[src/rtl/pc_sequencer_if.sv]
// Control/status bundle between the fetch/execute side and the PC sequencer.
interface pc_sequencer_if #(
    parameter int PC_WIDTH    = 12,
    parameter int STACK_DEPTH = 32
);
    localparam int DEPTH_W = $clog2(STACK_DEPTH + 1);

    logic                step_i;
    logic [15:0]         instr_i;
    logic                cond_i;
    logic                clear_i;
    logic [PC_WIDTH-1:0] pc_o;
    logic                taken_o;
    logic [DEPTH_W-1:0]  depth_o;
    logic                halted_o;
    logic                overflow_o;
    logic                underflow_o;

    modport master (
        output step_i, instr_i, cond_i, clear_i,
        input  pc_o, taken_o, depth_o, halted_o, overflow_o, underflow_o
    );

    modport slave (
        input  step_i, instr_i, cond_i, clear_i,
        output pc_o, taken_o, depth_o, halted_o, overflow_o, underflow_o
    );
endinterface

[src/rtl/pc_sequencer.sv]
// Program-counter sequencer: JUMP/CALL/RET/UNL decode with a hardware
// return-address stack shared by every PE in the cellular-automaton core.
//
//   state | meaning
//   ------+-------------------------------------------------------------
//   RUN   | executing; one PC update per step_i
//   HALT  | stack overflow/underflow seen; frozen until clear_i
module pc_sequencer #(
    parameter int                  PC_WIDTH    = 12,
    parameter int                  STACK_DEPTH = 32,
    parameter logic [PC_WIDTH-1:0] RESET_PC    = '0
) (
    input logic           clk,
    input logic           rst,
    pc_sequencer_if.slave bus
);
    localparam int DEPTH_W = $clog2(STACK_DEPTH + 1);
    localparam int ADDR_W  = (STACK_DEPTH > 1) ? $clog2(STACK_DEPTH) : 1;

    localparam logic [3:0] OP_UNL  = 4'd1;
    localparam logic [3:0] OP_JUMP = 4'd12;
    localparam logic [3:0] OP_CALL = 4'd13;
    localparam logic [3:0] OP_RET  = 4'd14;

    typedef enum logic {RUN, HALT} state_t;

    state_t              state, state_nxt;
    logic [PC_WIDTH-1:0] pc, pc_nxt;
    logic [DEPTH_W-1:0]  depth, depth_nxt;
    logic                taken, taken_nxt;
    logic                ovf, ovf_nxt;
    logic                unf, unf_nxt;
    logic                push_en;

    logic [PC_WIDTH-1:0] stack_mem [STACK_DEPTH];

    logic [3:0]          opcode;
    logic [PC_WIDTH-1:0] jump_addr;
    logic signed [7:0]   unl_off;
    logic [PC_WIDTH-1:0] pc_inc;
    logic [ADDR_W-1:0]   push_idx;
    logic [ADDR_W-1:0]   pop_idx;
    logic                stack_full;
    logic                stack_empty;

    assign opcode      = bus.instr_i[15:12];
    assign jump_addr   = PC_WIDTH'(bus.instr_i[11:0]);
    assign unl_off     = bus.instr_i[7:0];
    assign pc_inc      = pc + PC_WIDTH'(1);
    assign push_idx    = ADDR_W'(depth);
    assign pop_idx     = ADDR_W'(depth - DEPTH_W'(1));
    assign stack_full  = (depth == DEPTH_W'(STACK_DEPTH));
    assign stack_empty = (depth == '0);

    // State and architectural registers; reset clears everything except the stack RAM.
    always_ff @(posedge clk or posedge rst) begin
        if (rst) begin
            state <= RUN;
            pc    <= RESET_PC;
            depth <= '0;
            taken <= 1'b0;
            ovf   <= 1'b0;
            unf   <= 1'b0;
        end else begin
            state <= state_nxt;
            pc    <= pc_nxt;
            depth <= depth_nxt;
            taken <= taken_nxt;
            ovf   <= ovf_nxt;
            unf   <= unf_nxt;
        end
    end

    // Next-state decode; clear_i takes priority so a concurrent step is dropped.
    always_comb begin
        state_nxt = state;
        pc_nxt    = pc;
        depth_nxt = depth;
        taken_nxt = 1'b0;
        ovf_nxt   = ovf;
        unf_nxt   = unf;
        push_en   = 1'b0;
        if (bus.clear_i) begin
            state_nxt = RUN;
            depth_nxt = '0;
            ovf_nxt   = 1'b0;
            unf_nxt   = 1'b0;
        end else if (state == RUN && bus.step_i) begin
            case (opcode)
                OP_JUMP: begin
                    pc_nxt    = jump_addr;
                    taken_nxt = 1'b1;
                end
                OP_CALL: begin
                    if (stack_full) begin
                        ovf_nxt   = 1'b1;
                        state_nxt = HALT;
                    end else begin
                        push_en   = 1'b1;
                        depth_nxt = depth + DEPTH_W'(1);
                        pc_nxt    = jump_addr;
                        taken_nxt = 1'b1;
                    end
                end
                OP_RET: begin
                    if (stack_empty) begin
                        unf_nxt   = 1'b1;
                        state_nxt = HALT;
                    end else begin
                        depth_nxt = depth - DEPTH_W'(1);
                        pc_nxt    = stack_mem[pop_idx];
                        taken_nxt = 1'b1;
                    end
                end
                OP_UNL: begin
                    if (bus.cond_i) begin
                        pc_nxt = pc_inc;
                    end else begin
                        pc_nxt    = pc + PC_WIDTH'(unl_off);
                        taken_nxt = 1'b1;
                    end
                end
                default: pc_nxt = pc_inc;
            endcase
        end
    end

    // Return-address RAM; write suppressed while reset is held so no partial push lands.
    always_ff @(posedge clk) begin
        if (push_en && !rst) begin
            stack_mem[push_idx] <= pc_inc;
        end
    end

    assign bus.pc_o        = pc;
    assign bus.taken_o     = taken;
    assign bus.depth_o     = depth;
    assign bus.halted_o    = (state == HALT);
    assign bus.overflow_o  = ovf;
    assign bus.underflow_o = unf;
endmodule

[src/flat_wrapper.sv]
// flat-port wrapper written by rule: the top's interface ports become plain ports
module pc_sequencer_flat 
#(
    parameter int                  PC_WIDTH    = 12,
    parameter int                  STACK_DEPTH = 32,
    parameter logic [PC_WIDTH-1:0] RESET_PC    = '0
)
  (clk, rst, bus_step_i, bus_instr_i, bus_cond_i, bus_clear_i, bus_pc_o, bus_taken_o, bus_depth_o, bus_halted_o, bus_overflow_o, bus_underflow_o);
  pc_sequencer_if #(.PC_WIDTH(PC_WIDTH), .STACK_DEPTH(STACK_DEPTH)) bus_i ();
  input logic clk;
  input logic rst;
  input wire logic [$bits(bus_i.step_i)-1:0] bus_step_i;
  input wire logic [$bits(bus_i.instr_i)-1:0] bus_instr_i;
  input wire logic [$bits(bus_i.cond_i)-1:0] bus_cond_i;
  input wire logic [$bits(bus_i.clear_i)-1:0] bus_clear_i;
  output wire logic [$bits(bus_i.pc_o)-1:0] bus_pc_o;
  output wire logic [$bits(bus_i.taken_o)-1:0] bus_taken_o;
  output wire logic [$bits(bus_i.depth_o)-1:0] bus_depth_o;
  output wire logic [$bits(bus_i.halted_o)-1:0] bus_halted_o;
  output wire logic [$bits(bus_i.overflow_o)-1:0] bus_overflow_o;
  output wire logic [$bits(bus_i.underflow_o)-1:0] bus_underflow_o;
  assign bus_i.step_i = bus_step_i;
  assign bus_i.instr_i = bus_instr_i;
  assign bus_i.cond_i = bus_cond_i;
  assign bus_i.clear_i = bus_clear_i;
  assign bus_pc_o = bus_i.pc_o;
  assign bus_taken_o = bus_i.taken_o;
  assign bus_depth_o = bus_i.depth_o;
  assign bus_halted_o = bus_i.halted_o;
  assign bus_overflow_o = bus_i.overflow_o;
  assign bus_underflow_o = bus_i.underflow_o;
  pc_sequencer #(.PC_WIDTH(PC_WIDTH), .STACK_DEPTH(STACK_DEPTH), .RESET_PC(RESET_PC)) u_core (.clk(clk), .rst(rst), .bus(bus_i));
endmodule
[config.mk]
export PLATFORM = sky130hd
export DESIGN_NAME = pc_sequencer_flat
export DESIGN_NICKNAME = d
export VERILOG_FILES = /design/src/rtl/pc_sequencer_if.sv /design/src/rtl/pc_sequencer.sv /design/src/flat_wrapper.sv
export SDC_FILE = /design/constraint.sdc
export NUM_CORES = 1
export LEC_CHECK = 0
export ABC_AREA = 1
export ABC_CLOCK_PERIOD_IN_PS = 3630
export CAP_MARGIN = 20
export CORE_MARGIN = 10
export CORE_UTILIZATION = 30
export DETAILED_ROUTE_END_ITERATION = 16
export PLACE_DENSITY = 0.5
export SYNTH_ARGS = -nofsm -noshare
export SYNTH_HDL_FRONTEND = slang
export SYNTH_SLANG_ARGS = --single-unit
[constraint.sdc]
create_clock -name clk -period 3.63 [get_ports clk]
set_clock_uncertainty 0.05 [all_clocks]
set_input_delay 0.5445 -clock clk [delete_from_list [all_inputs] [get_ports clk]]
set_output_delay 0.5445 -clock clk [all_outputs]
set_load 0.01 [all_outputs]
-- Word-level counts from Yosys, hierarchy flattened
Memories as Yosys holds them, arrays and structs flattened.
Index checks and enable logic that the tools add are counted.
- bits in registers: 22
- RAM bits: 384
- output and inout port bits: 22
- word-level logic and storage cells: 70
- memories: 1
- add/subtract/negate cells: 4
- equality and inequality tests: 11
- mux-type cells: 31
- bitwise operators: 2
- reductions and logical operators: 15
- memories (memory ; words ; width ; read ports ; clocked after memory_dff ; write ports ; line ; source):
    u_core.stack_mem ; 32 ; 12 ; 1 ; 0 ; 1 ; pc_sequencer.sv:35 ; logic [PC_WIDTH-1:0] stack_mem [STACK_DEPTH];
- operators with widths (kind ; count):
    $pmux W12 S4 ; 1
    $mux W12 ; 3
    $mux W6 ; 4
    $mux W1 ; 20
    $add A12 B1 Y12 const B ; 1
    $add A12 B12 Y12 ; 1
    $eq A4 B4 Y1 const B ; 3
    $pmux W6 S2 ; 1
    $reduce_and A4 Y1 ; 3
    $reduce_bool A2 Y1 ; 5
    $add A6 B1 Y6 const B ; 1
    $eq A6 B6 Y1 const B ; 1
    $logic_not A6 Y1 ; 1
    $ne A3 B2 Y1 const B ; 2
    $ne A3 B3 Y1 const B ; 2
    $reduce_and A3 Y1 ; 2
    $sub A6 B1 Y6 const B ; 1
    $eq A4 B1 Y1 const B ; 1
    $ne A2 B2 Y1 const B ; 2
    $pmux W1 S4 ; 1
    $reduce_bool A3 Y1 ; 1
    $logic_and A1 B1 Y1 ; 2
    $not A1 Y1 ; 2
    $pmux W1 S2 ; 1
    $logic_not A1 Y1 ; 1

-- Logic depth before layout (Yosys ltp)
- depth in word-level cells: 8
- gate-level depth with buffers: 19

-- Worst setup path after synthesis
OpenSTA, ideal clock, no wires.
- path type: reg-to-reg
- start: register u_core.depth[0], in the netlist u_core.bus.depth_o[0]
- end: memory u_core.stack_mem[0][0], enable pin
- library setup time: 413 ps
- data arrival time: 2700 ps
- data required time: 3167 ps
- setup slack: 467 ps
- stages on the path, launching flop included: 11
- period minus slack after synthesis: 3163 ps
- cells stage by stage: dfrtp_1 buf_4 inv_4 buf_4 buf_2 ha_1 nand4_1 inv_1 nor2_1 inv_1 nor4_1
- word-level cells in the longest chain between the ends: 8
- RTL lines (element ; line ; source):
    start, declared ; pc_sequencer.sv:29 ; logic [DEPTH_W-1:0] depth, depth_nxt;
    start signal, assigned ; pc_sequencer.sv:67 ; depth <= depth_nxt;
    $eq A6 B6 Y1 ; pc_sequencer.sv:52 ; assign stack_full = (depth == DEPTH_W'(STACK_DEPTH));
    $mux W1 ; pc_sequencer.sv:95 ; if (stack_full) begin
    $mux W1 ; pc_sequencer.sv:89 ; case (opcode)
    $mux W1 ; pc_sequencer.sv:88 ; end else if (state == RUN && bus.step_i) begin
    $mux W1 ; pc_sequencer.sv:83 ; if (bus.clear_i) begin
    $logic_and A1 B1 Y1 ; pc_sequencer.sv:130 ; if (push_en && !rst) begin
    $mux W1 ; pc_sequencer.sv:130 ;
    $mux W1 (implied by the code) ; pc_sequencer.sv:131 ; stack_mem[push_idx] <= pc_inc;
    end, declared ; pc_sequencer.sv:35 ;
Parallel ways exist; a longest one is shown, timed or not.

-- Final worst setup path
- start: register u_core.depth[0], in the netlist u_core.bus.depth_o[0]
- end: output bus_depth_o[0]
- RTL lines (element ; line ; source):
    end, declared ; flat_wrapper.sv:18 ; output wire logic [$bits(bus_i.depth_o)-1:0] bus_depth_o;
No word-level cell between the ends.

==> flow_metrics.env <==
export IMPL_drt_wl_total_um=52700
export IMPL_synth_edf_count=384
export IMPL_yosysSeqAreaShare_pct=66.9
export IMPL_die_area_sq_um=70400
export IMPL_start_kind="register"
export IMPL_rsz0062_at_grt="no"
export IMPL_drv_slew=0
export IMPL_cts_sinks=406
export IMPL_async_flop_share_pct=5.42
export IMPL_clock_fmax_ghz=0.329
export IMPL_required_ns=3.04
export IMPL_grt_overflow=0
export IMPL_synth_xor_area_share_pct=0.485
export IMPL_worstRegToRegCells=15
export IMPL_maxCapViolCount=0
export IMPL_grt_use_met1_pct=20.1
export IMPL_cts_buffer_depth=3
export IMPL_die_h_um=265
export IMPL_avgSynthCellArea_sq_um=10.6
export IMPL_wl_per_cell_um=20.4
export IMPL_ys_flop_type="edfxtp_1"
export IMPL_synth_fa_ha_area_share_pct=1.29
export IMPL_grt_pass1_wl_um=79400
export IMPL_dp_final_hpwl_um=33100
export IMPL_setup_violations=0
export IMPL_syn_to_final_growth_pct=16.3
export IMPL_clk_latency_ns=0.59
export IMPL_synthMuxAreaShare_pct=0
export IMPL_synth_compound_area_share_pct=1.57
export IMPL_final_cell_count_no_fill=2580
export IMPL_antenna_found_initial=2
export IMPL_num_rows=89
export IMPL_ant_nets=0
export IMPL_htree_num_levels=2
export IMPL_drive_gt1_share_pct=9.02
export IMPL_grtUsageTotal_pct=14.8
export IMPL_status="complete, no violations"
export IMPL_cts_tree="done"
export IMPL_via_per_inst=4.91
export IMPL_grt_pass1_vias=12616
export IMPL_fillers=5943
export IMPL_crit_fanout=196
export IMPL_nets=1813
export IMPL_yosysUniqueCellTypes=44
export IMPL_io_buffer_count=42
export IMPL_root_buffer="clkbuf_16"
export IMPL_tightest_slew_ns=1.01
export IMPL_cts_made_buffers=43
export IMPL_cts_hold_buffers_added=0
export IMPL_ys_seq_elements=406
export IMPL_critPathLaunch="u_core.bus.depth_o[0]"
export IMPL_worstReg2RegStart="u_core.bus.depth_o[1]"
export IMPL_groute_layer_met2_usage_pct=23.5
export IMPL_drtIter0Drc=1319
export IMPL_use_met3_pct=2.44
export IMPL_critical_path_class="register to output pin"
export IMPL_drc=0
export IMPL_grt_max_degree=197
export IMPL_power_leakage_nw=7.77
export IMPL_core_sq_um=59400
export IMPL_yosys_warnings=0
export IMPL_clkTransAtPathRegs_ns=0.06
export IMPL_endpoint="bus_depth_o[0]"
export IMPL_dp_cells=2502
export IMPL_io_pins=43
export IMPL_timing_max_slew_rel_slack_pct=33.0
export IMPL_critical_path_arrival_ns=2.45
export IMPL_gp_congestion=0.877
export IMPL_diodes=0
export IMPL_start_util_pct=30.4
export IMPL_synthSimpleGateAreaFrac_pct=25.3
export IMPL_r2r_slack_ns=0.79
export IMPL_finalSetupTns_ns=0
export IMPL_syn_nets=1749
export IMPL_reg2reg_to="u_core.bus.pc_o[1]"
export IMPL_ir_drop_mv=0.465
export IMPL_cp_end_kind="output pin"
export IMPL_min_period_over_period_pct=83.8
export IMPL_syn_area_sq_um=18100
export IMPL_synth_top_family_by_area="simple AND/OR/NAND/NOR gates"
export IMPL_post_cts_resized=0
export IMPL_synth_cells=1710
export IMPL_hold_class="register to register"
export IMPL_dr_total_vias=12661
export IMPL_hold_viol_final=0
export IMPL_drtPass1Iterations=5
export IMPL_cts_setup_buffers=0
export IMPL_top_usage_layer="met2"
export IMPL_power_density_nw_per_um2=701
export IMPL_die_w_um=265
export IMPL_fin_crit_ns=3.04
## layout by cell type, fill, tap and decap left out, types with 16 or more instances in the layout
master	instances
ha_1	16
clkdlybuf4s50_1	42
edfxtp_1	384
inv_1	78
nor2_1	66
buf_4	57
nand3_1	388
dfrtp_1	21
a21oi_1	17
nand2_1	564
clkbuf_16	43
## layout make-up
type,count,area [sq um],share of cell area (%)
Sequential cell,406,12100,57.5
Multi-Input combinational cell,1128,5230,24.9
Clock buffer,52,1120,5.33
Timing Repair Buffer,106,988,4.71
Tap cell,773,967,4.61
Inverter,89,343,1.63
Clock inverter,26,267,1.27
## synth_stat cells, types with 3 or more instances
| cell type | n | area (sq um) |
|---|---|---|
| a21oi_1 | 17 | 85.1 |
| a31oi_1 | 3 | 18.8 |
| buf_2 | 49 | 245 |
| buf_4 | 17 | 128 |
| clkbuf_1 | 17 | 63.8 |
| dfrtp_1 | 22 | 551 |
| edfxtp_1 | 384 | 11500 |
| ha_1 | 17 | 213 |
| inv_1 | 79 | 297 |
| inv_2 | 8 | 30.0 |
| nand2_1 | 565 | 2120 |
| nand2_2 | 4 | 25.0 |
| nand3_1 | 388 | 1940 |
| nand3b_1 | 8 | 60.1 |
| nand4_1 | 6 | 37.5 |
| nor2_1 | 66 | 248 |
| nor2_2 | 3 | 18.8 |
| nor3_1 | 3 | 15.0 |
| o21ai_0 | 10 | 50.1 |
| o21ai_1 | 5 | 25.0 |
| xor2_1 | 9 | 78.8 |
## sequential cells by signal (all words and copies together), names as in the netlist
register,count
u_core.bus.underflow_o,1
u_core.stack_mem,384
u_core.bus.overflow_o,1
u_core.bus.taken_o,1
u_core.bus.depth_o,6
u_core.bus.pc_o,12
u_core.bus.halted_o,1
## metal layers
layer / part of all wire, % / up-vias / wire length [um]
met5: 0 / - / 0
met4: 2.7 / 0 / 1450
met3: 6.3 / 85 / 3340
met2: 47 / 374 / 24600
met1: 44 / 6174 / 23300
li1: - / 6028 / -
## how the worst min path moves through the flow
stage / start / endpoint / slack, ns / cells past startpoint
after global routing: u_core.bus.underflow_o / u_core.bus.underflow_o / 0.49 / 1
after CTS: u_core.bus.overflow_o / u_core.bus.overflow_o / 0.46 / 1
after detailed placement: u_core.bus.overflow_o / u_core.bus.overflow_o / 0.44 / 1
after global placement: u_core.bus.underflow_o / u_core.bus.underflow_o / 0.44 / 1
after floorplan: rst / u_core.bus.depth_o[0] / 0.48 / 1
final: u_core.bus.overflow_o / u_core.bus.overflow_o / 0.45 / 1
## critical path: stages (launching register included)
cell and delay, ns:
dfrtp_4 0.48, buf_12 0.66, clkdlybuf4s50_1 0.70
## stage by stage
stage	worst slack [ns]	hold slack [ns]	total power, W	area [sq um]	utilization (%)
6_report	0.588	0.452	0.0147	21000	35.4
5_1_grt	0.479	0.493	0.0155	21000	35.4
4_1_cts	0.530	0.461	0.0148	21000	35.4
3_5_place_dp	0.489	0.443	0.0105	19600	33.1
3_3_place_gp	0.455	0.439	0.0105	19600	33.1
2_1_floorplan	0.467	0.480	0.00848	18100	-
## report_power, final
part	internal, W	switching (W)
sequential	0.00564	0.000108
combinational	0.00123	0.00340
clock	0.00250	0.00185
total	0.00937	0.00535
## cells by family (layout without fill, tap and decap cells)
| kind of cell | after synthesis | after routing |
|---|---|---|
| adder cells (fa/ha/maj) | 18 | 18 |
| AO/OA/AOI/OAI | 47 | 47 |
| XOR/XNOR | 10 | 10 |
| AND/OR/NAND/NOR | 1053 | 1053 |
| flip-flops | 406 | 406 |
| buffers and inverters | 176 | 273 |
Power figures use the tool's default switching activity.
